<file path="config.mk">
export PLATFORM = sky130hd
export DESIGN_NAME = gray_window_gen
export DESIGN_NICKNAME = d
export VERILOG_FILES = /design/src/rtl/gray_window_gen_pkg.sv /design/src/rtl/gray_window_gen_line_mem.sv /design/src/rtl/gray_window_gen.sv
export VERILOG_INCLUDE_DIRS = /design/src /design/src/rtl
export SDC_FILE = /design/constraint.sdc
export NUM_CORES = 1
export LEC_CHECK = 0
export BUFFER_PORTS_ARGS = -buffer_cell sky130_fd_sc_hd__buf_4
export CORE_ASPECT_RATIO = 1.4
export CORE_MARGIN = 8
export CORE_UTILIZATION = 45
export DETAILED_ROUTE_END_ITERATION = 10
export SLEW_MARGIN = 5
export SYNTH_ARGS = -nofsm -noshare
export SYNTH_HDL_FRONTEND = slang
export SYNTH_SLANG_ARGS = --single-unit
</file>
<file path="constraint.sdc">
create_clock -name clk -period 2.1 [get_ports clk]
set_clock_uncertainty 0.05 [all_clocks]
set_input_delay 0.315 -clock clk [delete_from_list [all_inputs] [get_ports clk]]
set_output_delay 0.315 -clock clk [all_outputs]
set_load 0.03 [all_outputs]
</file>
<file path="src/rtl/cnn_defines.v">
// Shared CNN datapath widths and the convolution window size.
`ifndef CNN_DEFINES_V
`define CNN_DEFINES_V
`define CNN_DATA_IN_W          8
`define CNN_GRAY_BUFFER_ADDR_W 8
`define CNN_WIN_SIZE           3
`endif

</file>
<file path="src/rtl/gray_window_gen_pkg.sv">
// Widths, types and ring-select helper shared by the gray 3x3 window generator.
package gray_window_gen_pkg;

`include "cnn_defines.v"

    localparam int unsigned DATA_W    = `CNN_DATA_IN_W;
    localparam int unsigned ADDR_W    = `CNN_GRAY_BUFFER_ADDR_W;
    localparam int unsigned WIN_SIZE  = `CNN_WIN_SIZE;
    localparam int unsigned WIN_ELEMS = WIN_SIZE * WIN_SIZE;
    localparam int unsigned NUM_LINES = 3;

    typedef logic [DATA_W-1:0] pix_t;
    typedef logic [1:0]        buf_sel_t;

    // (sel + off) mod 3 over the three line buffers
    function automatic buf_sel_t ring_add(input buf_sel_t sel, input buf_sel_t off);
        logic [2:0] sum;
        sum = {1'b0, sel} + {1'b0, off};
        if (sum >= 3'd3)
            return buf_sel_t'(sum - 3'd3);
        return sum[1:0];
    endfunction

endpackage

</file>
<file path="src/rtl/gray_window_gen_line_mem.sv">
// One image-row line buffer: synchronous write port plus registered read port
// whose output holds while rd_en is low.
module gray_line_mem
    import gray_window_gen_pkg::*;
#(
    parameter int unsigned DEPTH = 25
) (
    input  logic              clk,
    input  logic              wr_en,
    input  logic [ADDR_W-1:0] wr_addr,
    input  logic [DATA_W-1:0] wr_data,
    input  logic              rd_en,
    input  logic [ADDR_W-1:0] rd_addr,
    output logic [DATA_W-1:0] rd_data
);

    localparam int unsigned IDX_W = (DEPTH > 1) ? $clog2(DEPTH) : 1;

    logic [DATA_W-1:0] mem [DEPTH];
    logic [ADDR_W-1:0] unused_addr;

    // addresses never exceed DEPTH-1, so only the low index bits are decoded
    assign unused_addr = wr_addr ^ rd_addr;

    always_ff @(posedge clk) begin
        if (wr_en)
            mem[wr_addr[IDX_W-1:0]] <= wr_data;
        if (rd_en)
            rd_data <= mem[rd_addr[IDX_W-1:0]];
    end

endmodule

</file>
<file path="src/rtl/gray_window_gen.sv">
// Streams a raster gray image and emits stride-1 unpadded 3x3 windows with
// valid/ready handshakes on both sides.
module gray_window_gen
    import gray_window_gen_pkg::*;
#(
    parameter int unsigned IMG_IN_WIDTH  = 25,
    parameter int unsigned IMG_IN_HEIGHT = 25
) (
    input  logic                        clk,
    input  logic                        rst_n,
    input  logic                        pix_valid,
    output logic                        pix_ready,
    input  logic [DATA_W-1:0]           pix_data,
    output logic                        win_valid,
    input  logic                        win_ready,
    output logic [WIN_ELEMS*DATA_W-1:0] win_data,
    output logic                        frame_done
);

    localparam int unsigned ROW_W = (IMG_IN_HEIGHT > 1) ? $clog2(IMG_IN_HEIGHT) : 1;
    localparam logic [ADDR_W-1:0] COL_LAST      = ADDR_W'(IMG_IN_WIDTH - 1);
    localparam logic [ROW_W-1:0]  ROW_LAST      = ROW_W'(IMG_IN_HEIGHT - 1);
    localparam logic [ADDR_W-1:0] COL_FIRST_WIN = ADDR_W'(WIN_SIZE - 1);
    localparam logic [ROW_W-1:0]  ROW_FIRST_WIN = ROW_W'(WIN_SIZE - 1);

    logic [ADDR_W-1:0] col;
    logic [ROW_W-1:0]  row;
    buf_sel_t          wr_sel;
    buf_sel_t          top_sel;
    buf_sel_t          mid_sel;

    logic              pix_hs;
    logic              s2_adv;
    logic              col_wrap;
    logic              frame_end;

    logic              s1_valid;
    logic              s1_win;
    logic              s1_last;
    pix_t              s1_pix;
    buf_sel_t          s1_top_sel;
    buf_sel_t          s1_mid_sel;

    pix_t              rd_data [NUM_LINES];
    pix_t              col_in  [WIN_SIZE];
    pix_t              win_px  [WIN_ELEMS];
    logic              win_last;

    assign s2_adv     = !win_valid || win_ready;
    assign pix_ready  = !s1_valid || s2_adv;
    assign pix_hs     = pix_valid && pix_ready;
    assign col_wrap   = (col == COL_LAST);
    assign frame_end  = col_wrap && (row == ROW_LAST);
    assign top_sel    = ring_add(wr_sel, 2'd1);
    assign mid_sel    = ring_add(wr_sel, 2'd2);
    assign frame_done = win_valid && win_ready && win_last;

    for (genvar b = 0; b < NUM_LINES; b++) begin : g_line
        gray_line_mem #(
            .DEPTH (IMG_IN_WIDTH)
        ) u_line_mem (
            .clk     (clk),
            .wr_en   (pix_hs && (wr_sel == buf_sel_t'(b))),
            .wr_addr (col),
            .wr_data (pix_data),
            .rd_en   (pix_hs && (wr_sel != buf_sel_t'(b))),
            .rd_addr (col),
            .rd_data (rd_data[b])
        );
    end

    always_ff @(posedge clk or negedge rst_n) begin
        if (!rst_n) begin
            col    <= '0;
            row    <= '0;
            wr_sel <= '0;
        end else if (pix_hs) begin
            if (col_wrap) begin
                col <= '0;
                if (row == ROW_LAST) begin
                    row    <= '0;
                    wr_sel <= '0;
                end else begin
                    row    <= row + ROW_W'(1);
                    wr_sel <= ring_add(wr_sel, 2'd1);
                end
            end else begin
                col <= col + ADDR_W'(1);
            end
        end
    end

    // Stage 1: the accepted pixel waits here alongside its line-buffer reads
    always_ff @(posedge clk or negedge rst_n) begin
        if (!rst_n) begin
            s1_valid   <= 1'b0;
            s1_win     <= 1'b0;
            s1_last    <= 1'b0;
            s1_pix     <= '0;
            s1_top_sel <= '0;
            s1_mid_sel <= '0;
        end else if (pix_hs) begin
            s1_valid   <= 1'b1;
            s1_win     <= (row >= ROW_FIRST_WIN) && (col >= COL_FIRST_WIN);
            s1_last    <= frame_end;
            s1_pix     <= pix_data;
            s1_top_sel <= top_sel;
            s1_mid_sel <= mid_sel;
        end else if (s2_adv) begin
            s1_valid <= 1'b0;
        end
    end

    always_comb begin
        col_in[0] = rd_data[s1_top_sel];
        col_in[1] = rd_data[s1_mid_sel];
        col_in[2] = s1_pix;
    end

    // Stage 2: every stage-1 pixel shifts a column in, windowed or not,
    // so border columns never leave stale data behind
    always_ff @(posedge clk or negedge rst_n) begin
        if (!rst_n) begin
            win_valid <= 1'b0;
            win_last  <= 1'b0;
            win_px    <= '{default: '0};
        end else if (s2_adv) begin
            win_valid <= s1_valid && s1_win;
            win_last  <= s1_valid && s1_last;
            if (s1_valid) begin
                for (int unsigned r = 0; r < WIN_SIZE; r++) begin
                    for (int unsigned c = 0; c < WIN_SIZE - 1; c++)
                        win_px[r*WIN_SIZE + c] <= win_px[r*WIN_SIZE + c + 1];
                    win_px[r*WIN_SIZE + WIN_SIZE - 1] <= col_in[r];
                end
            end
        end
    end

    always_comb begin
        win_data = '0;
        for (int unsigned k = 0; k < WIN_ELEMS; k++)
            win_data[k*DATA_W +: DATA_W] = win_px[k];
    end

endmodule

</file>
==> results.cfg, run 1 <==
[status]
status = completed

[logic_synthesis]
netlist_area_sq_um = 28600
yosys_register_bits = 727
synth_area_leaders = edfxtp_1 (65%), dfrtp_1 (9.0%), mux2i_1 (6.4%), mux4_2 (4.1%), mux2_2 (2.4%)
syn-num-nets = 1675
synth-seq-area-share_pct = 74.4
ys.warnings.count = 0
synth_top_area_share_pct = 65.4
synth-main-ff-cell = edfxtp_1
synthArstFlopShare_pct = 14.2
ys_types = 56
synth_cells = 1652
postSynthAreaPerCell_sq_um = 17.3
yosysTopAreaCell = edfxtp_1
synth-edff-count = 624

[pwr]
p_per_area_nw_per_um2 = 1280
power_leakage_nw = 12.2
swShare_pct = 32.6
p_int_w = 0.0302
seqPwrFrac_pct = 40.6
combPwrFrac_pct = 32.5
p_clk_share_pct = 26.9
peakVddDrop_uv = 863
p_sw_w = 0.0146

[finish]
utilization_pct = 55.7
syn_to_final_growth_pct = 22.7
design_area_sq_um = 35100
n_antenna_cell = 0
mostFrequentLayoutCells = edfxtp_1 (624), buf_4 (216), mux2i_1 (183), dfrtp_1 (98), nand2_1 (89)
final_common_cell = edfxtp_1
drive_above_1_share_pct = 31.3
fin_nets = 1947

[grt]
grt_pass1_vias = 16200
top_usage_layer = met2
grt_use_total_pct = 19.9
overflow = 0
use_met3_pct = 3.06
grt_use_met2_pct = 35.0
antenna_found_initial = 0
grt_pass1_wl_um = 107000
grt_max_degree = 77
use_met1_pct = 24.2

[floorplanning]
placementRows = 109
die_h_um = 314
core_region_area_sq_um = 63000
dieArea_sq_um = 72100
pin_count = 87
die-width_um = 229
initial_core_util_pct = 45.4

[routing]
vias = 15800
wl_per_cell_um = 25.6
antenna_left = 0
vias_per_cell = 5.61
drt_wl_total_um = 71900
dr.pass1.iters = 5
post-route-drc-count = 0
drt_iter0_drc = 1349

[worst_setup_path]
crit_chain = buf_12 -> buf_6 -> buf_12 -> mux4_2 -> o22ai_1 -> o211ai_1
worstPathArrival_ps = 2360
cp.required_ps = 2390
cp-end-kind = register
worst-path-buf-inv = 3
cp_top_family = flip-flops
critical_path.max_fanout = 8
start_kind = register
worst-r2r-setup-slack_ps = 20
cpMostUsedCell = buf_12
slowest_stage = dfrtp_4
cpPeakStageDelay_ps = 500
criticalPathCategory = reg -> reg

[timing]
min_period_ps = 2080
finalHoldViolCount = 0
max_freq_ghz = 0.481
worstMarginPinSlew_ps = 554
period_share_pct = 99.0
finalMaxSlewViolations = 0
slew_headroom_pct = 62.0
rsz0062_at_grt = true
setup_viol = 0

[clock_tree]
numCtsBuffers = 68
clk_pin_slew_ps = 60
cts-root-buf = clkbuf_16
cts_max_path_buffers = 3
insertion_delay_ps = 600
cts_max_level = 3
clock-sinks = 727
cts_tree = done

[placed_design]
dpl.hpwl_um = 49200
routabilityCongestion = 0.849
post_dp_cell_area_sq_um = 32600
portBuffers = 86

[hold_path]
hp-class = in -> reg

[run]
drv_cap = 0
-- cell families (layout without fill, tap and decap cells) --
logic type / Yosys count / count (layout) / share of synthesized area, %
and+or+nand+nor: 298 / 298 / 4.71
AOI/OAI and AO/OA: 198 / 198 / 4.64
buffers and inverters: 107 / 430 / 1.95
xor gates and xnor gates: 6 / 6 / 0.184
DFF: 727 / 727 / 74.4
adders and majority gates: 11 / 11 / 0.481
muxes: 305 / 305 / 13.6
-- layout make-up --
cell class                      count  area, sq um
Fill cell                        4884        27900
Tap cell                          832         1040
Inverter                            9         35.0
Sequential cell                   727        21300
Clock inverter                     26          260
Clock buffer                       95         1910
Timing Repair Buffer              300         3250
Multi-Input combinational cell    818         7300
-- flip-flops by register name, summed over array words and instances, names as in the netlist --
signal	count
g_line.u_line_mem.mem	600
s1_valid	1
g_line.u_line_mem.rd_data	24
s1_mid_sel	1
col	8
win_valid	1
win_data	72
s1_top_sel	2
s1_pix	8
wr_sel	2
win_last	1
row	5
s1_win	1
s1_last	1
-- stage by stage --
step                      setup TNS [ps]  worst slack, ps  instances  total power (W)  hold slack (ps)
after global placement            -30810             -186       2670           0.0325              172
final                                  0             21.6       2807           0.0449             63.7
after detailed placement          -31700             -186       2670           0.0327              173
after global routing                -611            -24.1       2807           0.0466              102
after CTS                              0             3.04       2800           0.0449             38.4
after floorplan                   -37780             -135       1652           0.0265            -30.6
-- power by group through the flow --
stage | clock [W] | sequential [W] | combinational (W)
CTS | 0.0123 | 0.0182 | 0.0144
global route | 0.0127 | 0.0184 | 0.0155
floorplan | 0 | 0.0192 | 0.00725
global placement | 0 | 0.0185 | 0.0140
detailed placement | 0 | 0.0186 | 0.0141
finish | 0.0121 | 0.0182 | 0.0146
-- worst paths after layout --
path / from / to / cells past startpoint
max: col[0] / g_line[2].u_line_mem.rd_data[0] / 6
min: win_ready / win_valid / 3
max reg2reg: col[0] / g_line[2].u_line_mem.rd_data[0] / 6
min reg2reg: s1_pix[1] / s1_pix[1] / 2
max in group asynchronous: rst_n / col[1] / 3
min in group asynchronous: rst_n / win_data[69] / 2
-- cells in the mapped netlist, types with 5 or more instances --
library cell / n
a21oi_1: 11
a22oi_1: 79
a31oi_1: 11
and2_1: 8
buf_1: 5
buf_2: 53
buf_4: 11
clkbuf_1: 24
dfrtp_1: 103
edfxtp_1: 624
ha_1: 11
inv_1: 6
mux2_2: 62
mux2i_1: 184
mux4_1: 7
mux4_2: 52
nand2_1: 93
nand2b_1: 5
nand3_1: 44
nand3b_1: 5
nand4_1: 9
nor2_1: 104
o211ai_1: 19
o21ai_0: 44
o22ai_1: 23
-- worst min-delay path, stage by stage --
cell      delay [ps]
buf_4             90
nand2b_1         210
nand2_1           70
-- per-layer routing --
| metal | vias to the layer above | share of wire, % |
|---|---|---|
| met4 | 0 | 3.8 |
| met1 | 8127 | 39 |
| li1 | 7019 | - |
| met2 | 489 | 52 |
| met5 | - | 0 |
| met3 | 123 | 5.2 |
-- repair_timing --
item,4_1_cts,5_1_grt
hold buffers,2,0
pin swaps,1,3
cloned,0,1
resized for setup,21,26
endpoints found under the setup margin,506,118
setup buffers,7,6
endpoints found under the hold margin,104,0
No activity file was read; power rests on OpenSTA's default activity.
==> inputs of run 2 (changes only) <==
--- a/config.mk
+++ b/config.mk
@@ -11,6 +11,7 @@
 export CORE_MARGIN = 8
 export CORE_UTILIZATION = 45
 export DETAILED_ROUTE_END_ITERATION = 10
+export MAX_ROUTING_LAYER = met4
 export SLEW_MARGIN = 5
 export SYNTH_ARGS = -nofsm -noshare
 export SYNTH_HDL_FRONTEND = slang
==> results.cfg, run 2 (synthesis results as in run 1) <==
[status]
status = completed

[grt]
use_met1_pct = 24.3
grt_use_met2_pct = 35.0
grt_pass1_vias = 16200
top_usage_layer = met2
grt_max_degree = 77
grt_pass1_wl_um = 108000
overflow = 0
antenna_found_initial = 0
use_met3_pct = 3.06
grt_use_total_pct = 20.5

[clock_tree]
numCtsBuffers = 68
cts_max_level = 3
insertion_delay_ps = 600
cts_tree = done
clk_pin_slew_ps = 60
cts-root-buf = clkbuf_16
clock-sinks = 727
cts_max_path_buffers = 3

[floorplanning]
pin_count = 87
die-width_um = 229
placementRows = 109
initial_core_util_pct = 45.4
dieArea_sq_um = 72100
core_region_area_sq_um = 63000
die_h_um = 314

[hold_path]
hp-class = in -> reg
hold_depth = 3
worstHoldStart = win_ready
holdPathEnd = win_valid

[pwr]
peakVddDrop_uv = 862
p_per_area_nw_per_um2 = 1280
power_leakage_nw = 12.2
power_w = 0.0448

[timing]
rsz0062_at_grt = true
finalMaxSlewViolations = 0
worstMarginPinSlew_ps = 583
slew_headroom_pct = 61.1
setup_viol = 0
worst_slack_ps = 13.4
min_period_ps = 2090
period_share_pct = 99.4
whs_ps = 60.6
max_freq_ghz = 0.479
finalHoldViolCount = 0

[run]
drv_cap = 0

[placed_design]
portBuffers = 86
dpl.hpwl_um = 49200
routabilityCongestion = 0.863
place_ws_ps = -186
post_dp_cell_area_sq_um = 32600

[worst_setup_path]
worst-r2r-setup-slack_ps = 10
r2r-start = col[0]
r2r.worst_path.cells = 5
cp-end-kind = register
criticalPathCategory = reg -> reg
critical_path.max_fanout = 7
reg2reg_to = g_line[1].u_line_mem.rd_data[4]
worstPathArrival_ps = 2380
start_kind = register
cp.required_ps = 2390

[finish]
n_antenna_cell = 0
drive_above_1_share_pct = 31.3
syn_to_final_growth_pct = 22.6
final_common_cell = edfxtp_1
mostFrequentLayoutCells = edfxtp_1 (624), buf_4 (216), mux2i_1 (183), dfrtp_1 (98), nand2_1 (89)
design_area_sq_um = 35100
largest_reg_flops = 600
fin_nets = 1947

[routing]
post-route-drc-count = 0
vias = 15800
drt_iter0_drc = 1435
wl_per_cell_um = 25.6
dr.pass1.iters = 6
antenna_left = 0
vias_per_cell = 5.62
drt_wl_total_um = 72000
## run 2: cell counts in the layout (fill, tap and decap cells not counted)
Identical to the previous run, type by type.
## run 2: worst max-delay path by stage
stage               slack (ps)                         endpoint  cells past startpoint    from
global route               -50  g_line[2].u_line_mem.rd_data[4]                      5  col[0]
finish                      10  g_line[1].u_line_mem.rd_data[4]                      5  col[0]
global placement          -190   g_line[1].u_line_mem.mem[8][3]                      5  col[4]
floorplan                 -140   g_line[2].u_line_mem.mem[8][0]                      8  col[0]
detailed placement        -190  g_line[1].u_line_mem.rd_data[4]                      4  col[0]
CTS                          3  g_line[0].u_line_mem.mem[20][5]                      8  col[2]
## run 2: area by class of cell
type | count | area, sq um
Sequential cell | 727 | 21300
Tap cell | 832 | 1040
Clock buffer | 95 | 1910
Clock inverter | 26 | 260
Timing Repair Buffer | 300 | 3240
Inverter | 9 | 35.0
Fill cell | 4888 | 27900
Multi-Input combinational cell | 818 | 7300
## run 2: repair_timing
item,4_1_cts,5_1_grt
pin swaps,1,3
endpoints found under the setup margin,506,120
cloned,0,1
gates resized for setup,21,25
endpoints found under the hold margin,104,0
hold buffers,2,0
buffers inserted,7,6
## run 2: layer usage
layer,up-vias,part of all wire [%]
met5,-,0
met3,122,5.4
met4,0,3.8
met1,8086,39
met2,532,52
li1,7025,-
## run 2: report_power, final
part / internal [W] / leakage (nW) / switching (W)
clock: 0.00688 / 1.06 / 0.00518
combinational: 0.00621 / 4.26 / 0.00835
sequential: 0.0171 / 6.88 / 0.00110
total: 0.0302 / 12.2 / 0.0146
## run 2: through the flow
step	setup TNS [ps]	util, %	std cells
6_report	0	55.7	2807
5_1_grt	-161	55.7	2807
4_1_cts	0	55.4	2800
3_5_place_dp	-31700	51.7	2670
3_3_place_gp	-30810	51.7	2670
2_1_floorplan	-37780	-	1652
## run 2: worst max-delay path, stage by stage (launching register included)
cell and delay [ps]:
dfrtp_4 500, buf_6 210, buf_4 180, mux4_2 530
o22ai_4 220, o211ai_1 130
==> inputs of run 3 (changes only) <==
--- a/config.mk
+++ b/config.mk
@@ -8,10 +8,9 @@
 export LEC_CHECK = 0
 export BUFFER_PORTS_ARGS = -buffer_cell sky130_fd_sc_hd__buf_4
 export CORE_ASPECT_RATIO = 1.4
-export CORE_MARGIN = 8
 export CORE_UTILIZATION = 45
+export CTS_BUF_LIST = sky130_fd_sc_hd__clkbuf_16
 export DETAILED_ROUTE_END_ITERATION = 10
-export MAX_ROUTING_LAYER = met4
 export SLEW_MARGIN = 5
 export SYNTH_ARGS = -nofsm -noshare
 export SYNTH_HDL_FRONTEND = slang
==> results.cfg, run 3 (synthesis results as in run 1) <==
[clock_tree]
cts_tree = done
insertion_delay_ps = 610
cts_max_level = 3
clock-sinks = 727
cts_max_path_buffers = 3
numCtsBuffers = 67
clk_pin_slew_ps = 70
cts-root-buf = clkbuf_16

[routing]
dr.pass1.iters = 5
wl_per_cell_um = 24.6
post-route-drc-count = 0
drt_wl_total_um = 69600
drt_iter0_drc = 1363
vias = 15700
antenna_left = 0
vias_per_cell = 5.54

[pwr]
power_w = 0.0444
swShare_pct = 32.7
p_sw_w = 0.0145
seqPwrFrac_pct = 41.1
combPwrFrac_pct = 32.9
p_int_w = 0.0299
p_clk_share_pct = 26.0
p_per_area_nw_per_um2 = 1260
power_leakage_nw = 12.4
peakVddDrop_uv = 889

[floorplanning]
placementRows = 109
die-width_um = 215
initial_core_util_pct = 45.4
die_h_um = 300
dieArea_sq_um = 64700
pin_count = 87
core_region_area_sq_um = 63000

[worst_setup_path]
criticalPathCategory = reg -> reg
critical_path.max_fanout = 50
start_kind = register
reg2reg_to = g_line[2].u_line_mem.rd_data[4]
r2r.worst_path.cells = 5
cp-end-kind = register
worst-r2r-setup-slack_ps = 4
worstPathArrival_ps = 2380
r2r-start = col[1]
cp.required_ps = 2380

[finish]
syn_to_final_growth_pct = 23.2
fin_nets = 1975
drive_above_1_share_pct = 31.8
fillers = 4938
n_antenna_cell = 0
mostFrequentLayoutCells = edfxtp_1 (624), buf_4 (242), mux2i_1 (184), dfrtp_1 (98), nand2_1 (89)
design_area_sq_um = 35300
largest_reg_flops = 600
final_common_cell = edfxtp_1
utilization_pct = 56.0

[placed_design]
dpl.hpwl_um = 48800
post_dp_cell_area_sq_um = 32900
routabilityCongestion = 0.856
portBuffers = 86
place_ws_ps = -214

[grt]
antenna_found_initial = 0
grt_use_total_pct = 21.8
overflow = 0
grt_pass1_vias = 16000
grt_pass1_wl_um = 103000
grt_max_degree = 77

[timing]
rsz0062_at_grt = true
finalMaxSlewViolations = 0
max_freq_ghz = 0.477
period_share_pct = 99.8
min_period_ps = 2100
worstMarginPinSlew_ps = 842
setup_viol = 0
finalHoldViolCount = 0
worst_slack_ps = 4.18
slew_headroom_pct = 43.9

[hold_path]
holdPathEnd = s1_pix[1]
hold_depth = 3
hp-class = in -> reg
worstHoldStart = pix_data[1]

[status]
status = completed

[run]
drv_cap = 0
[run 3: cell count changes in the layout (fill, tap and decap cells not counted), sizes merged]
cell,previous run,this run
inv,8,35
clkinvlp,0,2
buf,297,326
clkinv,23,18
clkbuf,96,70
[run 3: stage by stage]
stage / hold slack [ps] / instances / TNS (ps)
final: 68.3 / 2834 / 0
after global routing: 55.2 / 2834 / -403
after CTS: 39.2 / 2823 / -108
after detailed placement: 261 / 2702 / -3500
after global placement: 256 / 2702 / -2870
after floorplan: -30.6 / 1652 / -37780
[run 3: how the worst max path moves through the flow]
stage / from / depth (start not counted) / slack [ps] / endpoint
after floorplan: col[0] / 8 / -140 / g_line[2].u_line_mem.mem[8][0]
after global placement: col[1] / 5 / -190 / g_line[2].u_line_mem.rd_data[2]
after detailed placement: col[1] / 5 / -210 / g_line[2].u_line_mem.rd_data[2]
after CTS: col[4] / 5 / -20 / g_line[0].u_line_mem.mem[22][4]
after global routing: col[0] / 7 / -80 / row[3]
final: col[1] / 5 / 4 / g_line[2].u_line_mem.rd_data[4]
[run 3: layout make-up]
class                           count  area [sq um]  area share, %
Clock buffer                       69          1730           4.90
Clock inverter                     50           328          0.929
Inverter                            9          37.5          0.106
Multi-Input combinational cell    818          7310           20.7
Sequential cell                   727         21300           60.5
Tap cell                          832          1040           2.95
Timing Repair Buffer              329          3500           9.93
[run 3: critical path, cell delays in order (launching register included)]
cell and delay (ps):
dfrtp_4 490, buf_16 290, buf_12 200, mux4_2 310, a22oi_1 270, nand3_1 140
[run 3: what timing repair did]
action                     CTS  global route
setup buffers                0            10
hold buffers                 2             0
hold endpoints to repair    39             0
pin swaps                    0             6
setup endpoints to repair  160           289
gates resized for setup     23            27
gates cloned                 0             1
[run 3: per-layer routing]
| layer | global-route usage, % | wire, um | vias to the layer above |
|---|---|---|---|
| met5 | 0 | 0 | - |
| met4 | 9.98 | 2860 | 0 |
| met3 | 3.11 | 3000 | 125 |
| met2 | 38.5 | 36100 | 390 |
| met1 | 26.5 | 27600 | 8103 |
| li1 | - | - | 7071 |
[run 3: power by group through the flow]
stage          sequential [W]  clock [W]  combinational (W)
2_1_floorplan          0.0192          0            0.00725
3_3_place_gp           0.0185          0             0.0140
3_5_place_dp           0.0186          0             0.0141
4_1_cts                0.0183     0.0118             0.0144
5_1_grt                0.0184     0.0123             0.0155
6_report               0.0183     0.0116             0.0146
